<file path="src/rtl/riscv_ctrl_pkg.sv">
// Shared encodings for the multicycle RISC-V control unit: states, opcodes,
// ALU operations and datapath mux selects.
package riscv_ctrl_pkg;

  typedef enum logic [2:0] {
    ST_FETCH  = 3'd0,
    ST_DECODE = 3'd1,
    ST_EXEC   = 3'd2,
    ST_MEM    = 3'd3,
    ST_WB     = 3'd4,
    ST_TRAP   = 3'd5
  } state_e;

  localparam logic [6:0] OP_RTYPE  = 7'b0110011;
  localparam logic [6:0] OP_IALU   = 7'b0010011;
  localparam logic [6:0] OP_LOAD   = 7'b0000011;
  localparam logic [6:0] OP_STORE  = 7'b0100011;
  localparam logic [6:0] OP_BRANCH = 7'b1100011;
  localparam logic [6:0] OP_JAL    = 7'b1101111;
  localparam logic [6:0] OP_JALR   = 7'b1100111;
  localparam logic [6:0] OP_LUI    = 7'b0110111;

  localparam logic [1:0] ALU_ADD    = 2'b00;
  localparam logic [1:0] ALU_SUB    = 2'b01;
  localparam logic [1:0] ALU_FUNCT  = 2'b10;
  localparam logic [1:0] ALU_PASS_B = 2'b11;

  localparam logic [1:0] SRC_A_PC     = 2'b00;
  localparam logic [1:0] SRC_A_RS1    = 2'b01;
  localparam logic [1:0] SRC_A_OLD_PC = 2'b10;

  localparam logic [1:0] SRC_B_RS2  = 2'b00;
  localparam logic [1:0] SRC_B_FOUR = 2'b01;
  localparam logic [1:0] SRC_B_IMM  = 2'b10;

  localparam logic [1:0] PCSRC_ALU       = 2'b00;
  localparam logic [1:0] PCSRC_ALUOUT    = 2'b01;
  localparam logic [1:0] PCSRC_ALU_ALIGN = 2'b10;

  localparam logic [1:0] M2R_ALUOUT = 2'b00;
  localparam logic [1:0] M2R_MDR    = 2'b01;
  localparam logic [1:0] M2R_PC     = 2'b10;

  typedef struct packed {
    logic       ir_write;
    logic       pc_write;
    logic       pc_write_cond;
    logic       branch_ne;
    logic       i_or_d;
    logic       mem_read;
    logic       mem_write;
    logic       reg_write;
    logic [1:0] mem_to_reg;
    logic [1:0] alu_src_a;
    logic [1:0] alu_src_b;
    logic [1:0] alu_op;
    logic [1:0] pc_source;
  } ctrl_t;

  function automatic logic is_legal_opcode(input logic [6:0] op);
    case (op)
      OP_RTYPE, OP_IALU, OP_LOAD, OP_STORE,
      OP_BRANCH, OP_JAL, OP_JALR, OP_LUI: return 1'b1;
      default:                            return 1'b0;
    endcase
  endfunction

endpackage

</file>
<file path="src/rtl/mem_wait_counter.sv">
// Decides when a memory access finishes: either after MEM_LATENCY cycles in
// the access state, or on the first cycle mem_ready is seen.
module mem_wait_counter #(
  parameter int MEM_LATENCY   = 1,
  parameter bit USE_MEM_READY = 1'b0
) (
  input  logic clk,
  input  logic rst_n,
  input  logic active_i,
  input  logic mem_ready_i,
  output logic done_o
);

  logic [3:0] cnt_q, cnt_d;

  always_comb begin
    if (USE_MEM_READY) begin
      done_o = active_i & mem_ready_i;
    end else begin
      done_o = active_i & (cnt_q == 4'(MEM_LATENCY - 1));
    end
  end

  // Every exit from an access state happens on done, so clearing here also
  // guarantees a zero count on the next state entry.
  always_comb begin
    cnt_d = cnt_q + 4'd1;
    if (!active_i || done_o) begin
      cnt_d = 4'd0;
    end
  end

  always_ff @(posedge clk or negedge rst_n) begin
    if (!rst_n) begin
      cnt_q <= 4'd0;
    end else begin
      cnt_q <= cnt_d;
    end
  end

endmodule

</file>
<file path="src/rtl/multicycle_control_unit.sv">
// Multicycle RV32 subset control FSM: FETCH/DECODE/EXEC/MEM/WB plus a sticky
// TRAP for unsupported opcodes. Outputs are decoded from the current state.
module multicycle_control_unit
  import riscv_ctrl_pkg::*;
#(
  parameter int MEM_LATENCY   = 1,
  parameter bit USE_MEM_READY = 1'b0
) (
  input  logic       clk,
  input  logic       rst_n,
  input  logic [6:0] opcode,
  input  logic [2:0] funct3,
  input  logic       mem_ready,
  output logic       ir_write,
  output logic       pc_write,
  output logic       pc_write_cond,
  output logic       branch_ne,
  output logic       i_or_d,
  output logic       mem_read,
  output logic       mem_write,
  output logic       reg_write,
  output logic [1:0] mem_to_reg,
  output logic [1:0] alu_src_a,
  output logic [1:0] alu_src_b,
  output logic [1:0] alu_op,
  output logic [1:0] pc_source,
  output logic       illegal_instr,
  output logic [2:0] state_o
);

  state_e     state_q, state_d;
  logic [6:0] opcode_q;
  logic       illegal_q;
  logic       mem_done;
  ctrl_t      ctrl;
  logic       unused_funct3;

  assign unused_funct3 = ^funct3[2:1];

  mem_wait_counter #(
    .MEM_LATENCY  (MEM_LATENCY),
    .USE_MEM_READY(USE_MEM_READY)
  ) u_wait (
    .clk        (clk),
    .rst_n      (rst_n),
    .active_i   ((state_q == ST_FETCH) || (state_q == ST_MEM)),
    .mem_ready_i(mem_ready),
    .done_o     (mem_done)
  );

  always_comb begin
    state_d = state_q;
    case (state_q)
      ST_FETCH:  if (mem_done) state_d = ST_DECODE;
      ST_DECODE: state_d = is_legal_opcode(opcode) ? ST_EXEC : ST_TRAP;
      ST_EXEC: begin
        case (opcode_q)
          OP_LOAD, OP_STORE:         state_d = ST_MEM;
          OP_RTYPE, OP_IALU, OP_LUI: state_d = ST_WB;
          default:                   state_d = ST_FETCH;
        endcase
      end
      ST_MEM:    if (mem_done) state_d = (opcode_q == OP_LOAD) ? ST_WB : ST_FETCH;
      ST_WB:     state_d = ST_FETCH;
      ST_TRAP:   state_d = ST_TRAP;
      default:   state_d = ST_FETCH;
    endcase
  end

  always_ff @(posedge clk or negedge rst_n) begin
    if (!rst_n) begin
      state_q   <= ST_FETCH;
      opcode_q  <= 7'd0;
      illegal_q <= 1'b0;
    end else begin
      state_q <= state_d;
      if (state_q == ST_DECODE) begin
        opcode_q <= opcode;
      end
      if (state_d == ST_TRAP) begin
        illegal_q <= 1'b1;
      end
    end
  end

  // Gating with rst_n makes every enable drop the instant reset asserts,
  // even though FETCH (the reset state) would otherwise drive mem_read.
  always_comb begin
    ctrl = '0;
    if (rst_n) begin
      case (state_q)
        ST_FETCH: begin
          ctrl.mem_read  = 1'b1;
          ctrl.alu_src_a = SRC_A_PC;
          ctrl.alu_src_b = SRC_B_FOUR;
          ctrl.alu_op    = ALU_ADD;
          if (mem_done) begin
            ctrl.ir_write  = 1'b1;
            ctrl.pc_write  = 1'b1;
            ctrl.pc_source = PCSRC_ALU;
          end
        end
        ST_DECODE: begin
          ctrl.alu_src_a = SRC_A_OLD_PC;
          ctrl.alu_src_b = SRC_B_IMM;
          ctrl.alu_op    = ALU_ADD;
        end
        ST_EXEC: begin
          case (opcode_q)
            OP_RTYPE: begin
              ctrl.alu_src_a = SRC_A_RS1;
              ctrl.alu_src_b = SRC_B_RS2;
              ctrl.alu_op    = ALU_FUNCT;
            end
            OP_IALU: begin
              ctrl.alu_src_a = SRC_A_RS1;
              ctrl.alu_src_b = SRC_B_IMM;
              ctrl.alu_op    = ALU_FUNCT;
            end
            OP_LUI: begin
              ctrl.alu_src_b = SRC_B_IMM;
              ctrl.alu_op    = ALU_PASS_B;
            end
            OP_LOAD, OP_STORE: begin
              ctrl.alu_src_a = SRC_A_RS1;
              ctrl.alu_src_b = SRC_B_IMM;
              ctrl.alu_op    = ALU_ADD;
            end
            OP_BRANCH: begin
              ctrl.alu_src_a     = SRC_A_RS1;
              ctrl.alu_src_b     = SRC_B_RS2;
              ctrl.alu_op        = ALU_SUB;
              ctrl.pc_write_cond = 1'b1;
              ctrl.pc_source     = PCSRC_ALUOUT;
              ctrl.branch_ne     = funct3[0];
            end
            OP_JAL: begin
              ctrl.pc_write   = 1'b1;
              ctrl.pc_source  = PCSRC_ALUOUT;
              ctrl.reg_write  = 1'b1;
              ctrl.mem_to_reg = M2R_PC;
            end
            OP_JALR: begin
              ctrl.alu_src_a  = SRC_A_RS1;
              ctrl.alu_src_b  = SRC_B_IMM;
              ctrl.alu_op     = ALU_ADD;
              ctrl.pc_write   = 1'b1;
              ctrl.pc_source  = PCSRC_ALU_ALIGN;
              ctrl.reg_write  = 1'b1;
              ctrl.mem_to_reg = M2R_PC;
            end
            default: ;
          endcase
        end
        ST_MEM: begin
          ctrl.i_or_d    = 1'b1;
          ctrl.mem_read  = (opcode_q == OP_LOAD);
          ctrl.mem_write = (opcode_q == OP_STORE);
        end
        ST_WB: begin
          ctrl.reg_write  = 1'b1;
          ctrl.mem_to_reg = (opcode_q == OP_LOAD) ? M2R_MDR : M2R_ALUOUT;
        end
        default: ;
      endcase
    end
  end

  assign ir_write      = ctrl.ir_write;
  assign pc_write      = ctrl.pc_write;
  assign pc_write_cond = ctrl.pc_write_cond;
  assign branch_ne     = ctrl.branch_ne;
  assign i_or_d        = ctrl.i_or_d;
  assign mem_read      = ctrl.mem_read;
  assign mem_write     = ctrl.mem_write;
  assign reg_write     = ctrl.reg_write;
  assign mem_to_reg    = ctrl.mem_to_reg;
  assign alu_src_a     = ctrl.alu_src_a;
  assign alu_src_b     = ctrl.alu_src_b;
  assign alu_op        = ctrl.alu_op;
  assign pc_source     = ctrl.pc_source;
  assign illegal_instr = illegal_q;
  assign state_o       = state_q;

endmodule
</file>
<file path="config.mk">
export PLATFORM = sky130hd
export DESIGN_NAME = multicycle_control_unit
export DESIGN_NICKNAME = d
export VERILOG_FILES = /design/src/rtl/riscv_ctrl_pkg.sv /design/src/rtl/mem_wait_counter.sv /design/src/rtl/multicycle_control_unit.sv
export SDC_FILE = /design/constraint.sdc
export NUM_CORES = 1
export LEC_CHECK = 0
export ABC_AREA = 1
export CELL_PAD_IN_SITES_DETAIL_PLACEMENT = 0
export CELL_PAD_IN_SITES_GLOBAL_PLACEMENT = 2
export CORE_ASPECT_RATIO = 0.6
export CORE_MARGIN = 1
export CORE_UTILIZATION = 24
export CTS_BUF_LIST = sky130_fd_sc_hd__clkbuf_8 sky130_fd_sc_hd__clkbuf_16
export CTS_CLUSTER_SIZE = 40
export DETAILED_ROUTE_END_ITERATION = 8
export PLACE_DENSITY_LB_ADDON = 0.1
export REMOVE_ABC_BUFFERS = 1
export SYNTH_ARGS = -nofsm -noshare
export SYNTH_HDL_FRONTEND = slang
export SYNTH_SLANG_ARGS = --single-unit
</file>
<file path="constraint.sdc">
create_clock -name clk -period 2.71 [get_ports clk]
set_clock_uncertainty 0.15 [all_clocks]
set_input_delay 0.271 -clock clk [delete_from_list [all_inputs] [get_ports clk]]
set_output_delay 0.271 -clock clk [all_outputs]
set_load 0.01 [all_outputs]
</file>
======== Word-level counts from Yosys, hierarchy flattened ========
Index checks and enable logic that the tools add are counted.
storage, ports and cells
  memories ................................ 0
  ROM bits ................................ 0
  bits of input ports ..................... 13
  output and inout port bits .............. 22
  word-level logic and storage cells ...... 67
  memory bits (writable) .................. 0
  latch bits .............................. 0
  bits in registers ....................... 15
operators by class
  shift operators ......................... 0
  $mul .................................... 0
  reductions and logical operators ........ 12
  divide/modulo/power cells ............... 0
  equality and inequality tests ........... 22
  multiplexer cells ....................... 27
  add/subtract/negate cells ............... 1
  order comparisons ....................... 0
  bitwise gates (word level) .............. 1
operators with widths
  cell                                                  number
  equality test 7 x 6 -> 1 bit (second input constant)  6
  equality test 7 bit (second input constant)           6
  one-hot mux 4 bit (5 select lines)                    1
  two-way mux 18 bit                                    1
  one-hot mux 6 bit (3 select lines)                    1
  two-way mux 3 bit                                     5
  one-hot mux 3 bit (5 select lines)                    1
  equality test 7 x 2 -> 1 bit (second input constant)  2
  equality test 7 x 5 -> 1 bit (second input constant)  2
  one-hot mux 3 bit (2 select lines)                    2
  equality test 3 bit (second input constant)           3
  two-way mux 1 bit                                     8
  two-way mux 2 bit                                     4
  OR reduction 8 bit                                    1
  equality test 3 x 2 -> 1 bit (second input constant)  2
  OR reduction 2 bit                                    3
  OR reduction 3 bit                                    2
  OR reduction 6 bit                                    1
  adder 4 x 1 -> 4 bit (second input constant)          1
  zero test 4 bit                                       1
  two-way mux 4 bit                                     1
  one-hot mux 1 bit (2 select lines)                    2
  one-hot mux 2 bit (2 select lines)                    1
  equality test 3 x 1 -> 1 bit (second input constant)  1
  other kinds (4)                                       5

======== Longest topological paths before layout ========
  depth after elaboration ................. 7
  mapped depth ............................ 9
  gate-level depth less buffers ........... 9

======== Cells and area by module ========
A second synthesis with hierarchy kept.
second synthesis, totals
  cell total of the unflattened synthesis .. 154
  area, all modules ....................... 1,084.8 um^2
modules (own cells, without submodules)
  module                   cells each  sequential area each (um^2)  area each (um^2)  times used
  multicycle_control_unit  130         275.3                        875.8             1
  mem_wait_counter         24          100.1                        209.0             1

======== Worst setup path before layout ========
OpenSTA, ideal clock, no wires.
  path kind ............................... reg2out
  start point ............................. reg state_q[1], in the netlist state_o[1]
  end point ............................... out pc_write
  cell stages (with the launch flop) ...... 6
  arrival time ............................ 1.294 ns
  path buffers ............................ 0
  setup slack ............................. 0.995 ns
  cells stage by stage .................... dfrtp_1 -> nor2_1 -> nand2_1 -> nor2_1 -> inv_1 -> o21ai_0
on the way
  longest elaborated chain between the ends .. 6
RTL lines
  item                                                                    RTL line                                                      RTL
  start, declared                                                         multicycle_control_unit.sv:31                                 state_e state_q, state_d;
  start signal, assigned                                                  multicycle_control_unit.sv:76                                 state_q <= state_d;
  equality test 3 x 2 -> 1 bit / zero test 3 bit (equally long branches)  multicycle_control_unit.sv:46, multicycle_control_unit.sv:91
  logical OR 1 bit                                                        multicycle_control_unit.sv:46                                 .active_i ((state_q == ST_FETCH) || (state_q == ST_MEM)),
  AND 1 bit                                                               mem_wait_counter.sv:20                                        done_o = active_i & (cnt_q == 4'(MEM_LATENCY - 1));
  two-way mux 2 bit                                                       multicycle_control_unit.sv:97                                 if (mem_done) begin
  one-hot mux 1 bit (2 select lines) (*)                                  multicycle_control_unit.sv:91                                 case (state_q)
  two-way mux 18 bit (*)                                                  multicycle_control_unit.sv:90                                 if (rst_n) begin
  end, declared                                                           multicycle_control_unit.sv:15                                 output logic pc_write,
Every way passes the cells marked *; elsewhere a longest branch is shown, timed or not.

======== Worst setup path after layout ========
  start point ............................. reg state_q[2], in the netlist state_o[2]
  end point ............................... out pc_source[0]
on the way
  longest elaborated chain between the ends .. 3
RTL lines
  item                          RTL line                       RTL
  equality test 3 x 2 -> 1 bit  multicycle_control_unit.sv:91
  two-way mux 2 bit             n/a
  two-way mux 18 bit            multicycle_control_unit.sv:90
  end, declared                 multicycle_control_unit.sv:26  output logic [1:0] pc_source,
Every way passes these cells.

==> impl_metrics.tcl <==
set metrics [dict create \
    grt_setup_unrepaired "false" \
    fp.dieArea_um2 4510 \
    clock.fmax_mhz 403 \
    row_count 17 \
    critPathMaxFanout 5 \
    synth_area_leader_cell "dfrtp_1" \
    final_common_cell "nand2_1" \
    h-tree-depth 1 \
    synth_area_per_cell_um2 6.51 \
    critPathCapture "pc_source[0]" \
    crit_required_ns 2.29 \
    critPathLaunchType "flip-flop" \
    cts_tree "yes" \
    fin_crit_sh_pct 91.5 \
    cts_sinks 15 \
    ant_nets 0 \
    cts_resized 0 \
    clock_path_buffers 2 \
    maxCapViolCount 0 \
    insertion_delay_ns 0.24 \
    insertedDiodeCount 0 \
    portBuffers 31 \
    grt_pass1_vias 933 \
    syn-instance-count 156 \
    antenna_found_initial 0 \
    syn_area_um2 1020 \
    num_io_pins 35 \
    cts-root-buf "clkbuf_8" \
    area_growth_pct 43.0 \
    drc_errors 0 \
    synth_area_leaders "dfrtp_1 (37%), nand2_1 (19%), nor2_1 (10%)" \
    cp_slowest_cell "clkdlybuf4s50_1" \
    place_congestion 0.726 \
    r2r-end "illegal_instr" \
    seq_area_frac_synth_pct 36.9 \
    layout-drive-gt1-share_pct 6.77 \
    vdd_ir_drop_max_uv 228 \
    clk_pin_slew_worst_paths_ns 0.06 \
    yosysUniqueCellTypes 20 \
    cellPowerDensity_nw_per_um2 697 \
    run_status "complete, no violations" \
    grt_max_degree 17 \
    hold_violations 0 \
    start_util_pct 26.4 \
    power_leakage_nw 0.712 \
    r2r-start "u_wait.cnt_q[0]" \
    setup_viol 0 \
    relSlewSlack_pct 80.2 \
    crit_start "state_o[2]" \
    crit_type "reg2out" \
    tightest_slew_ns 0.296 \
    wl_um 2580 \
    detail_route.vias_per_cell 4.15 \
    ff2ff_setup_slack_ns 1.14 \
    final_cells 249 \
    coreArea_um2 3850 \
    dr.pass1.iters 4 \
    vias 1033 \
    drv_slew 0 \
    cpPeakStageDelay_ns 0.55 \
    hp-class "in2async" \
    path_cells "inv_1, nand3_2, nor2_4, nand3_1, o21ai_0, clkdlybuf4s50_1" \
    yosysTopAreaCellShare_pct 36.9 \
    numCtsBuffers 3 \
    grt_use_total_pct 12.6 \
    final_cell_mix "nand2_1 (51), clkdlybuf4s50_1 (31), nor2_1 (28), inv_1 (27), dfrtp_1 (15)" \
    reg2regPathDepth 9 \
    ys_ff_latch 15 \
    nets 208 \
    crit_arrival_ns 2.06 \
    fin_tns_setup_ns 0 \
    overflow 0 \
    dp_hpwl_um 2210 \
    cts_hold_buffers 0 \
    die_w_um 86.0 \
    ys_warn_count 0 \
    cts_setup_buffers 0 \
    wl_per_cell_um 10.4 \
    finalWorstPathRequiredPeriod_ns 2.48 \
    drtIter0Drc 48 \
    die_y_um 52.4 \
    dp.cells 245 \
    end_kind "output port" \
    grt_pass1_wl_um 4280 \
]
cell families after synthesis:
kind of cell             count (synthesis)  synth area share, %
AND/OR/NAND/NOR                         95                 40.3
buffers and inverters                   29                 10.8
flip-flops                              15                 36.9
XOR/XNOR                                 2                 1.72
adder cells (fa/ha/maj)                  2                 2.46
AO/OA/AOI/OAI                           13                 7.76
synthesized netlist by cell type:
| library cell | n |
|---|---|
| nand2_1 | 51 |
| nor2_1 | 28 |
| inv_1 | 26 |
| dfrtp_1 | 15 |
| nand3_1 | 9 |
| o21ai_0 | 8 |
| a21oi_1 | 3 |
| ha_1 | 2 |
| inv_2 | 2 |
| nor2_4 | 2 |
| a21oi_4 | 1 |
| buf_2 | 1 |
| nand3_2 | 1 |
| nand3b_1 | 1 |
| nor2_2 | 1 |
| nor3_1 | 1 |
| nor3_4 | 1 |
| o211ai_1 | 1 |
| xnor2_1 | 1 |
| xor2_1 | 1 |
how the worst min path moves through the flow:
stage	startpoint	end	slack (ns)	depth (start not counted)
after floorplan	rst_n	illegal_instr	-0.17	0
after global placement	illegal_instr	illegal_instr	0.30	2
after detailed placement	illegal_instr	illegal_instr	0.31	2
after CTS	rst_n	opcode_q[1]	0.28	2
after global routing	rst_n	opcode_q[1]	0.29	2
final	rst_n	opcode_q[1]	0.28	2
routing by layer:
metal,wire length (µm),GRT usage (%)
met1,1460,18.3
met2,975,19.0
met3,123,2.52
met4,21,2.50
met5,0,0
per-stage QoR:
| stage | worst slack [ns] | util (%) | cell area, µm² | power, mW | hold slack, ns |
|---|---|---|---|---|---|
| 2_1_floorplan | 0.910 | - | 1010 | 0.651 | -0.175 |
| 3_3_place_gp | 0.254 | 36.6 | 1410 | 0.852 | 0.300 |
| 3_5_place_dp | 0.222 | 36.6 | 1410 | 0.851 | 0.313 |
| 4_1_cts | 0.201 | 37.7 | 1450 | 1.03 | 0.277 |
| 5_1_grt | 0.00859 | 37.7 | 1450 | 1.12 | 0.294 |
| 6_report | 0.231 | 37.7 | 1450 | 1.01 | 0.277 |
final cells by class:
cell class                      count  area, µm²
Clock buffer                        3       41.3
Clock inverter                      1       3.75
Fill cell                         437       2400
Inverter                           28        105
Multi-Input combinational cell    112        531
Sequential cell                    15        375
Tap cell                           57       71.3
Timing Repair Buffer               33        325
sequential cells by signal, indices dropped and copies added, names as in the netlist:
register and cells:
illegal_instr 1, opcode_q 7, state_o 3, u_wait.cnt_q 4
power breakdown:
| group | leakage [nW] | total [mW] | switching [mW] | internal (mW) |
|---|---|---|---|---|
| clock | 0.0269 | 0.173 | 0.0731 | 0.100 |
| combinational | 0.498 | 0.486 | 0.285 | 0.202 |
| sequential | 0.187 | 0.353 | 0.0588 | 0.294 |
critical path, delay by kind of cell (launching register included):
kind	cells	cell delay [ns]
DFF	1	0.44
AOI/OAI and AO/OA	1	0.19
and+or+nand+nor	3	0.46
buffers and inverters	2	0.71
Power figures use the tool's default switching activity.
==> patch, RTL diff (same settings) <==
Reset style: synchronous (`rst_n`), changed in 2 clocked blocks.
--- a/src/rtl/mem_wait_counter.sv
+++ b/src/rtl/mem_wait_counter.sv
@@ -30,7 +30,7 @@
     end
   end
 
-  always_ff @(posedge clk or negedge rst_n) begin
+  always_ff @(posedge clk) begin
     if (!rst_n) begin
       cnt_q <= 4'd0;
     end else begin
--- a/src/rtl/multicycle_control_unit.sv
+++ b/src/rtl/multicycle_control_unit.sv
@@ -67,7 +67,7 @@
     endcase
   end
 
-  always_ff @(posedge clk or negedge rst_n) begin
+  always_ff @(posedge clk) begin
     if (!rst_n) begin
       state_q   <= ST_FETCH;
       opcode_q  <= 7'd0;
Function: differs if rst_n is asserted again (counterexample within 4 cycles, from zero or initial values and one cycle with rst_n low); with rst_n held inactive, the same outputs for 10 cycles.
==> patch against the original RTL <==
- final area is 0.26% lower
- sequential cell count unchanged
- highest routed layer is now met3
- sequential share of layout area fell by 5.1 points
- synthesized cell count shrank 1.3%
- cell count is 0.80% lower
- critical path depth grew 1
- largest cell class unchanged
- setup slack improved by 0.10 ns
- area after synthesis fell by 0.37%
- wire length grew 3.3%
Power is not compared: it rests on default switching activity, and its combinational part moved more than twofold at a synthesized area within 25%.
==> patch: results (changes against the original RTL) <==
Post-synth top cells=nand2_1 (23), nor2_1 (23), inv_1 (20), dfxtp_1 (15), inv_2 (9); initial antenna violation count=0 (unchanged); synth top area cells=dfxtp_1 (30%), nand2_1 (8.5%), nor2_1 (8.5%), inv_1 (7.4%), nor2_2 (4.9%); vias in the first global route=948 (+1.6%); Via-to-Cell Ratio=4.162 (+0.32%); clk buf depth=2 (unchanged); Critical Path Fanout Max=10 (+5); Reg-to-Reg End=illegal_instr$_SDFFE_PN0N_; first-pass GRT wire length=4.485 mm (+4.7%); part of the power in registers=40.8%; Placed Cells=243 (-0.82%); Finished Layout Cells=247 (-0.80%); Syn Inst Count=154 (-1.3%); Seq/Total Area, Yosys=29.67% (-7.3 points); post-synthesis async set-or-reset flop share=0% (-100 points); worst-margin pin slew=0.2458 ns (-0.05056 ns); CP max stage delay=0.57 ns (+0.02 ns); setup slack, reg-to-reg=1.20 ns (+0.06 ns); GR Util All Layers=13.37% (+0.82 points); Placed Area=1400 sq um (-0.53%); Port Buffers=31 (unchanged); status=complete, no violations; layout cells sized above 1=22.11% (+15 points); worst r2r src=u_wait.cnt_q[0]$_SDFF_PP0_; WHS=0.3148 ns (+0.03785 ns); Post-synth top flop=dfxtp_1; Top reg by flops=opcode_q; Final HPWL DP=2.219 mm (+0.24%); placer congestion estimate=0.7314 (+0.80%); pre-CTS WS=0.3572 ns (+0.1348 ns); Reg2Reg Depth=10 (+1); Peak VDD IR=about 0.00023 V; largest net degree at the start of global routing=14 (-3); Sw Ratio=34.18%; Hold Crit Class=flop to flop; Worst Slack Setup Final=0.3340 ns (+0.1028 ns); Worst EP arrival=1.95 ns (-0.11 ns); Avg WL per Cell=10.79 um (+4.1%); hold depth=2; ANT cells=0 (unchanged); Fill cells=421 (-3.7%); post-synth cell types=26 (+30%); Final nets=206 (-0.96%); Initial DRC Count=30 (-38%)
-- patch: cell count changes in the layout (fill, tap and decap cells not counted), sizes merged, moves of 2 or more --
cell   unedited run  this run
nand2            51        30
dfrtp            15         0
dfxtp             0        15
a21oi             4        10
o21ai             8        12
nor2             31        34
a31oi             0         2
nand4             0         2
-- patch: critical path: cells and delay by family --
kind	cells	cell delay, ns
buffers and inverters	3	1.24
AO/OA/AOI/OAI	2	0.24
AND/OR/NAND/NOR	2	0.20
-- patch: how the worst max path moves through the flow --
stage / from / end / slack, ns / cells after the start
floorplan: state_o[1]$_SDFF_PN0_ / branch_ne / 1.14 / 6
global placement: rst_n / alu_src_b[1] / 0.37 / 7
detailed placement: rst_n / alu_src_b[1] / 0.36 / 7
CTS: state_o[2]$_SDFF_PN0_ / alu_src_b[1] / 0.35 / 8
global route: state_o[2]$_SDFF_PN0_ / alu_src_b[1] / 0.25 / 8
finish: rst_n / alu_src_b[1] / 0.33 / 7
-- patch: logic make-up (layout without fill, tap and decap cells) --
kind of cell	after synthesis	in the layout	share of synthesized area [%]
compound gates	26	26	15.08
xor+xnor	2	2	1.731
simple gates	77	77	38.32
fa+ha+maj	2	2	2.472
flops	15	15	29.67
buf+inv	32	68	12.73
-- patch: area by class of cell --
class / instances / area [sq um] / area share, %
timing repair buffer: 34 / 332.8 / 22.97
tap: 57 / 71.32 / 4.922
multi-input combinational: 107 / 583.1 / 40.24
clock buffer: 3 / 41.29 / 2.850
sequential: 15 / 300.3 / 20.73
inverter: 30 / 112.6 / 7.772
clock inverter: 1 / 7.507 / 0.5181
-- patch: routing by layer --
layer,vias up,GRT usage (%),share of wire (%)
met5,-,0,0
met4,0,5.833,0
met3,0,4.094,4.4
met2,28,18.40,37
met1,443,18.89,58
li1,557,-,-
